**src/rtl/mem_pkg.sv**
```systemverilog
// Shared definitions for the memory responder: FSM encoding and fixed widths.
package mem_pkg;

    typedef enum logic [1:0] {
        IDLE = 2'd0,
        WAIT = 2'd1,
        RESP = 2'd2
    } state_t;

    localparam int WORD_BYTES = 4;
    localparam int TXN_CNT_W  = 16;

endpackage

```
**src/rtl/mem_array_32b.sv**
```systemverilog
// Word storage: one synchronous write port, one asynchronous read port, no reset.
module mem_array_32b #(
    parameter int DEPTH_WORDS = 64,
    parameter int IDX_W       = 6
) (
    input  logic             clk,
    input  logic             wen,
    input  logic [IDX_W-1:0] widx,
    input  logic [31:0]      wdata,
    input  logic [IDX_W-1:0] ridx,
    output logic [31:0]      rdata
);

    logic [31:0] mem [DEPTH_WORDS];

    // Write the addressed word on the rising edge when enabled
    always_ff @(posedge clk) begin
        if (wen) begin
            mem[widx] <= wdata;
        end
    end

    assign rdata = mem[ridx];

endmodule

```
**src/rtl/mem_responder.sv**
```systemverilog
// Single-outstanding memory responder with a fixed wait-state count,
// address checking and a count of error-free completions.
module mem_responder
    import mem_pkg::*;
#(
    parameter int DEPTH_WORDS = 64,
    parameter int WAIT_CYCLES = 2
) (
    input  logic                 clk,
    input  logic                 reset,
    input  logic                 req,
    input  logic                 we,
    input  logic [31:0]          addr,
    input  logic [31:0]          wdata,
    output logic [31:0]          rdata,
    output logic                 ack,
    output logic                 err,
    output logic                 busy,
    output logic [TXN_CNT_W-1:0] txn_count
);

    localparam int          IDX_W     = (DEPTH_WORDS > 1) ? $clog2(DEPTH_WORDS) : 1;
    localparam logic [31:0] ADDR_LIM  = 32'(WORD_BYTES * DEPTH_WORDS);
    localparam logic [3:0]  WAIT_INIT = 4'(WAIT_CYCLES);

    state_t      state;
    state_t      state_nxt;
    logic [3:0]  cnt;
    logic [3:0]  cnt_nxt;
    logic        accept;

    // request fields captured at accept; stable for the whole transaction
    logic        we_p0;
    logic [31:0] addr_p0;
    logic [31:0] wdata_p0;

    logic        bad_p0;
    logic        good_ack;
    logic        mem_wen;
    logic [31:0] mem_rdata;
    logic [IDX_W-1:0] idx_p0;

    assign bad_p0 = (addr_p0[1:0] != 2'b00) || (addr_p0 >= ADDR_LIM);
    assign idx_p0 = addr_p0[IDX_W+1:2];

    // Next-state, wait counter and response outputs
    always_comb begin
        state_nxt = state;
        cnt_nxt   = cnt;
        accept    = 1'b0;
        case (state)
            IDLE: begin
                if (req) begin
                    accept  = 1'b1;
                    cnt_nxt = WAIT_INIT;
                    state_nxt = (WAIT_CYCLES == 0) ? RESP : WAIT;
                end
            end
            WAIT: begin
                cnt_nxt = cnt - 4'd1;
                if (cnt <= 4'd1) begin
                    state_nxt = RESP;
                end
            end
            RESP: begin
                state_nxt = IDLE;
            end
            default: begin
                state_nxt = IDLE;
            end
        endcase

        ack      = (state == RESP);
        busy     = (state != IDLE);
        err      = ack && bad_p0;
        good_ack = ack && !bad_p0;
        rdata    = (good_ack && !we_p0) ? mem_rdata : 32'd0;
        // a reset on the RESP edge aborts the write
        mem_wen  = good_ack && we_p0 && reset;
    end

    // State register and wait counter (control, synchronously reset)
    always_ff @(posedge clk) begin
        if (!reset) begin
            state <= IDLE;
            cnt   <= 4'd0;
        end else begin
            state <= state_nxt;
            cnt   <= cnt_nxt;
        end
    end

    // ---- accept boundary: capture request fields ----
    always_ff @(posedge clk) begin
        if (accept) begin
            we_p0    <= we;
            addr_p0  <= addr;
            wdata_p0 <= wdata;
        end
    end

    // Count error-free completions, wrapping naturally at the top
    always_ff @(posedge clk) begin
        if (!reset) begin
            txn_count <= '0;
        end else if (good_ack) begin
            txn_count <= txn_count + 1'b1;
        end
    end

    mem_array_32b #(
        .DEPTH_WORDS (DEPTH_WORDS),
        .IDX_W       (IDX_W)
    ) u_mem (
        .clk   (clk),
        .wen   (mem_wen),
        .widx  (idx_p0),
        .wdata (wdata_p0),
        .ridx  (idx_p0),
        .rdata (mem_rdata)
    );

endmodule

```
**config.mk**
```make
export PLATFORM = sky130hd
export DESIGN_NAME = mem_responder
export DESIGN_NICKNAME = d
export VERILOG_FILES = /design/src/rtl/mem_pkg.sv /design/src/rtl/mem_array_32b.sv /design/src/rtl/mem_responder.sv
export SDC_FILE = /design/constraint.sdc
export NUM_CORES = 2
export LEC_CHECK = 0
export BUFFER_PORTS_ARGS = -buffer_cell sky130_fd_sc_hd__clkbuf_2
export CAP_MARGIN = 10
export CORE_ASPECT_RATIO = 1.75
export CORE_UTILIZATION = 62
export CTS_CLUSTER_SIZE = 20
export DETAILED_ROUTE_END_ITERATION = 8
export PLACE_DENSITY = 0.79
export SYNTH_ARGS = -nofsm -noshare
export SYNTH_HDL_FRONTEND = slang
export SYNTH_HIERARCHICAL = 1
export SYNTH_SLANG_ARGS = --single-unit
```
**constraint.sdc**
```tcl
create_clock -name clk -period 6.4 [get_ports clk]
set_clock_uncertainty 0.15 [all_clocks]
set_input_delay 1.28 -clock clk [delete_from_list [all_inputs] [get_ports clk]]
set_output_delay 1.28 -clock clk [all_outputs]
set_load 0.05 [all_outputs]
```
**Word level (Yosys, flattened, before mapping)**

Memories as Yosys holds them, arrays and structs flattened. A register that Yosys moved wholly into a read port is not among the register bits.
Cells that the tools add are included.

- Register bits: 87
- Bits in writable memories: 2048
- Input bits: 68
- Output and inout port bits: 51
- Word-level logic and storage cells: 40
- Memories kept: 1

Memories:

| memory | depth | bits a word | read ports | clocked after memory_dff | wr ports | RTL line | source |
|---|---|---|---|---|---|---|---|
| u_mem.mem | 64 | 32 | 1 | 1 | 1 | mem_array_32b.sv:14 | `logic [31:0] mem [DEPTH_WORDS];` |

- Add/sub/neg operators: 2
- Magnitude comparators: 2
- Equality and inequality tests: 4
- Muxes and demuxes: 11
- Reductions and logical operators: 14

Operators by type and width:

| kind | count |
|---|---|
| $ge A32 B9 Y1 const B | 1 |
| $mux W32 | 1 |
| $add A16 B1 Y16 const B | 1 |
| $pmux W4 S2 | 1 |
| $mux W6 | 1 |
| $reduce_bool A2 Y1 | 3 |
| $logic_and A1 B1 Y1 | 5 |
| $le A4 B1 Y1 const B | 1 |
| $mux W1 | 4 |
| $mux W2 | 2 |
| $mux W4 | 1 |
| $ne A2 B2 Y1 const B | 2 |
| $pmux W2 S2 | 1 |
| $reduce_and A2 Y1 | 2 |
| $sub A4 B1 Y4 const B | 1 |
| $eq A2 B1 Y1 const B | 1 |
| $eq A2 B2 Y1 const B | 1 |
| $logic_not A1 Y1 | 2 |
| $logic_not A2 Y1 | 1 |
| $logic_or A1 B1 Y1 | 1 |

**Logic depth before layout (Yosys ltp)**

- Word-level depth: 8
- Mapped depth: 11
- Mapped depth without buffers: 7

**Cells and area by module**

The synthesis kept the hierarchy.

By module, submodules not included:

| module | times used | cells each | area an instance (um^2) | sequential area each (um^2) |
|---|---|---|---|---|
| mem_array_32b | 1 | 3292 | 77874.7 | 61499.0 |
| mem_responder | 1 | 262 | 3836.2 | 2392.3 |

**Worst setup path after synthesis**

OpenSTA, ideal clock, no wires.

- Path type: input to register
- Start: input reset
- End: memory u_mem.mem[48][0], enable pin
- Arrival: 4723 ps
- Setup slack: 1066 ps
- Stages on the path: 7
- Path buffers: 2
- Cells stage by stage: clkbuf_1 clkbuf_1 nand2_1 nor2_1 nor2b_1 nand4b_1 nor3_1

- Longest elaborated chain between the ends: 3

RTL lines:

| element | RTL line | source |
|---|---|---|
| start, declared | mem_responder.sv:10 | `input logic reset,` |
| $logic_and A1 B1 Y1 | mem_responder.sv:79 | `mem_wen = good_ack && we_p0 && reset;` |
| named net mem_wen | mem_responder.sv:39 | `logic mem_wen;` |
| $mux W1 | mem_array_32b.sv:18 | `if (wen) begin` |
| $mux W1 (not written as such) | mem_array_32b.sv:19 | `mem[widx] <= wdata;` |
| end, declared | mem_array_32b.sv:14 |  |

The timed path passes the listed nets, and every way through them passes these cells.

**Worst setup path in the final report**

- Start: register addr_p0[3]
- End: output rdata[13]

- Longest elaborated chain between the ends: 6

RTL lines:

| element | RTL line | source |
|---|---|---|
| start, declared | mem_responder.sv:34 | `logic [31:0] addr_p0;` |
| start signal, assigned | mem_responder.sv:97 | `addr_p0 <= addr;` |
| $ge A32 B9 Y1 | mem_responder.sv:43 | `assign bad_p0 = (addr_p0[1:0] != 2'b00) \|\| (addr_p0 >= ADDR_LIM);` |
| $logic_or A1 B1 Y1 | mem_responder.sv:43 |  |
| $logic_not A1 Y1 | mem_responder.sv:76 | `good_ack = ack && !bad_p0;` |
| $logic_and A1 B1 Y1 | mem_responder.sv:76 |  |
| $logic_and A1 B1 Y1 | mem_responder.sv:77 | `rdata = (good_ack && !we_p0) ? mem_rdata : 32'd0;` |
| $mux W32 | mem_responder.sv:77 |  |
| end, declared | mem_responder.sv:15 | `output logic [31:0] rdata,` |

No other way between the ends.

==> results.sh <==
export IMPL_status="finished clean"
export IMPL_hold_depth=2
export IMPL_synthAdderAreaFrac_pct=0.04594
export IMPL_cellLeakagePower_uw=0.02865
export IMPL_std_cell_rows=175
export IMPL_avgSynthCellArea_sq_um=22.99
export IMPL_gp_congestion=0.8760
export IMPL_cp_end_kind="primary output"
export IMPL_slew_headroom_pct=20.95
export IMPL_fin_nets=3924
export IMPL_synth_edf_count=2113
export IMPL_start_kind="flop"
export IMPL_wl_microns=217500
export IMPL_cap_violations=0
export IMPL_htreeDepth=4
export IMPL_crit_buf_inv=3
export IMPL_fillCellCount=7063
export IMPL_dieArea_sq_um=133300
export IMPL_yosysSeqAreaShare_pct=78.19
export IMPL_power_switching_uw=6357
export IMPL_arrival_ns=4.81
export IMPL_critical_path_cell_chain="buf_12 -> buf_4 -> mux4_2 -> mux4_2 -> o22ai_1 -> nor2_1 -> nor3b_2 -> clkbuf_2"
export IMPL_met2_length_microns=111800
export IMPL_first_global_vias=42110
export IMPL_setup_violations_final=0
export IMPL_pin_count=119
export IMPL_dr_pass1_iters=7
export IMPL_grt_overflow=0
export IMPL_drt_iter0_drc=6427
export IMPL_cp_max_fo=26
export IMPL_cpMostUsedCell="mux4_2"
export IMPL_hp_class="flop to flop"
export IMPL_grt_util_all_layers_pct=33.23
export IMPL_netlist_instances=3554
export IMPL_ys_ff_latch=2135
export IMPL_cts_made_buffers=175
export IMPL_synth_top_area_share_pct=77.65
export IMPL_fin_crit_ns=6.240
export IMPL_dpl_hpwl_microns=121100
export IMPL_top_layer="met5"
export IMPL_start_util_pct=62.72
export IMPL_synth_ff_type="edfxtp_1"
export IMPL_cp_top_family="flip-flops"
export IMPL_ys_warn_count=6
export IMPL_cts_resized=0
export IMPL_cp_num_cells=8
export IMPL_synth_top_family_by_area="multiplexers"
export IMPL_holdBufCountCts=0
export IMPL_setup_ws_ns=0.1600
export IMPL_synth_fp_nets=3625
export IMPL_netlist_area_sq_um=81710
export IMPL_drt_vias_per_instance=7.278
export IMPL_core_area_sq_um=130300
export IMPL_routed_via_count=41390
export IMPL_dieWidth_microns=276.4
export IMPL_criticalPathCategory="flop to primary output"
export IMPL_clk_latency_ns=0.81
export IMPL_pwr_share_clk_pct=37.9
export IMPL_drc=0
export IMPL_reg2reg_depth=9
export IMPL_p_int_uw=22130
export IMPL_muxShareOfSynthArea_pct=16.36
export IMPL_synthXorXnorAreaFrac_pct=0
export IMPL_grt_pass1_wl_microns=305800
export IMPL_dr_wl_met3_microns=23420
export IMPL_wl_met1_microns=67400
export IMPL_irDropWorstVdd_mv=0.2717
export IMPL_area_growth_pct=12.21
export IMPL_place_worst_setup_slack_ns=1.152
export IMPL_setup_tns_ns=0
export IMPL_hold_viol=0
export IMPL_slowest_stage="edfxtp_1"
export IMPL_antenna_found_initial=7
export IMPL_synthArstFlopShare_pct=0
export IMPL_clockBufferDepth=3
export IMPL_grt_max_degree=65
export IMPL_yosys_area_share_simple_pct=2.534
export IMPL_cp_required_ns=4.97
export IMPL_clock_sinks=2135
export IMPL_cts_tree="yes"
export IMPL_fmax_mhz=160.3
export IMPL_post_cts_buffers=0
export IMPL_rsz0062_at_grt="no"
export IMPL_die_h_microns=482.2
export IMPL_cpPeakStageDelay_ns=1.14
export IMPL_drive_gt1_share_pct=31.14
export IMPL_combPwrFrac_pct=7.5
export IMPL_routedWlPerCell_microns=38.24
export IMPL_synth_compound_area_share_pct=1.671
export IMPL_power_density_nw_per_um2=310.7
export IMPL_yosysMostFrequentCell="edfxtp_1"
export IMPL_yosys_area_top_type="edfxtp_1"
export IMPL_clock_root_buffer="clkbuf_16"
export IMPL_tightest_slew_ns=1.186
export IMPL_synth_area_leaders="edfxtp_1 78%, mux4_2 15%, mux2i_1 1.3%"
export IMPL_port_buffers=118
export IMPL_pwr_share_seq_pct=54.7
export IMPL_ant_nets=0
export IMPL_synthDistinctLibCells=54
export IMPL_clk_pin_slew_worst_paths_ns=0.07
export IMPL_layout_worst_path_cycle_share_pct=97.50
export IMPL_drv_slew=0
export IMPL_netSwitchingFraction_pct=22.31
export IMPL_synth_common_cells="2,113 x edfxtp_1, 544 x mux4_2, 146 x nor2_1, 109 x mux2i_1, 84 x o22ai_1"
area by class of cell:
type	instances	area (sq um)	area share [%]
well taps	1681	2103	2.294
clock buffers	215	4656	5.078
flip-flops and latches	2135	63890	69.68
multi-input cells	1217	17320	18.89
clock inverters	113	1056	1.152
diodes	2	5.005	0.005458
repair buffers	319	2638	2.877
inverters	5	18.77	0.02047
stage by stage:
step	power (uW)	util, %	area, sq um	hold WS (ns)	std cells
6_report	28490	70.38	91690	0.3268	5687
5_1_grt	29070	70.38	91690	0.3519	5686
4_1_cts	28510	70.38	91690	0.3319	5685
3_5_place_dp	17940	65.99	85980	0.3201	5357
3_3_place_gp	17890	65.99	85980	0.3032	5357
2_1_floorplan	17160	-	81710	0.3439	3554
sequential cells by signal, indices dropped and copies added (netlist names):
| register | count |
|---|---|
| addr_p0 | 32 |
| cnt | 4 |
| state | 2 |
| txn_count | 16 |
| u_mem/mem | 2048 |
| wdata_p0 | 32 |
| we_p0 | 1 |
cells in the final DEF (no fill, tap or decap), types with 17 or more instances in the layout:
master	instances
mux4_2	544
edfxtp_1	2113
dfxtp_1	22
clkinv_2	34
nor2_1	83
o221ai_1	27
nand2b_1	21
nor3b_2	29
nor2b_1	17
o22ai_1	84
nor2_4	63
nand2_1	47
clkbuf_2	118
mux2i_1	109
clkinv_1	34
buf_4	158
clkbuf_16	180
a21oi_1	63
clkbuf_1	33
buf_12	43
kinds of logic (layout without fill, tap and decap cells):
kind of cell	after synthesis	after routing
other	0	2
and+or+nand+nor	350	350
muxes	655	655
buffers and inverters	202	652
DFF	2135	2135
AOI/OAI and AO/OA	209	209
adders and majority gates	3	3
tightest hold or removal path: cells and delay by family, from the launching register on:
kind             cells  cell delay [ns]
AND/OR/NAND/NOR      1             0.06
flip-flops           1             0.32
multiplexers         1             0.05
power by group through the flow:
| stage | clock, uW | combinational [uW] | sequential (uW) |
|---|---|---|---|
| detailed placement | 0 | 2060 | 15900 |
| global placement | 0 | 2020 | 15900 |
| global route | 11300 | 2190 | 15600 |
| floorplan | 0 | 1130 | 16000 |
| finish | 10800 | 2130 | 15600 |
| CTS | 10800 | 2100 | 15600 |
layer usage:
metal | track usage, % | vias to the layer above
li1 | - | 15720
met1 | 39.43 | 21330
met2 | 57.13 | 3532
met3 | 6.107 | 806
met4 | 19.91 | 8
met5 | 0 | -
path summary, 6_finish.rpt:
kind	startpoint	to	slack [ns]
max	addr_p0[3]	rdata[13]	0.16
min	txn_count[15]	txn_count[15]	0.33
max reg2reg	addr_p0[4]	u_mem/mem[30][30]	1.22
min reg2reg	txn_count[15]	txn_count[15]	0.33
Note: power is estimated with default switching activity, not from simulation.
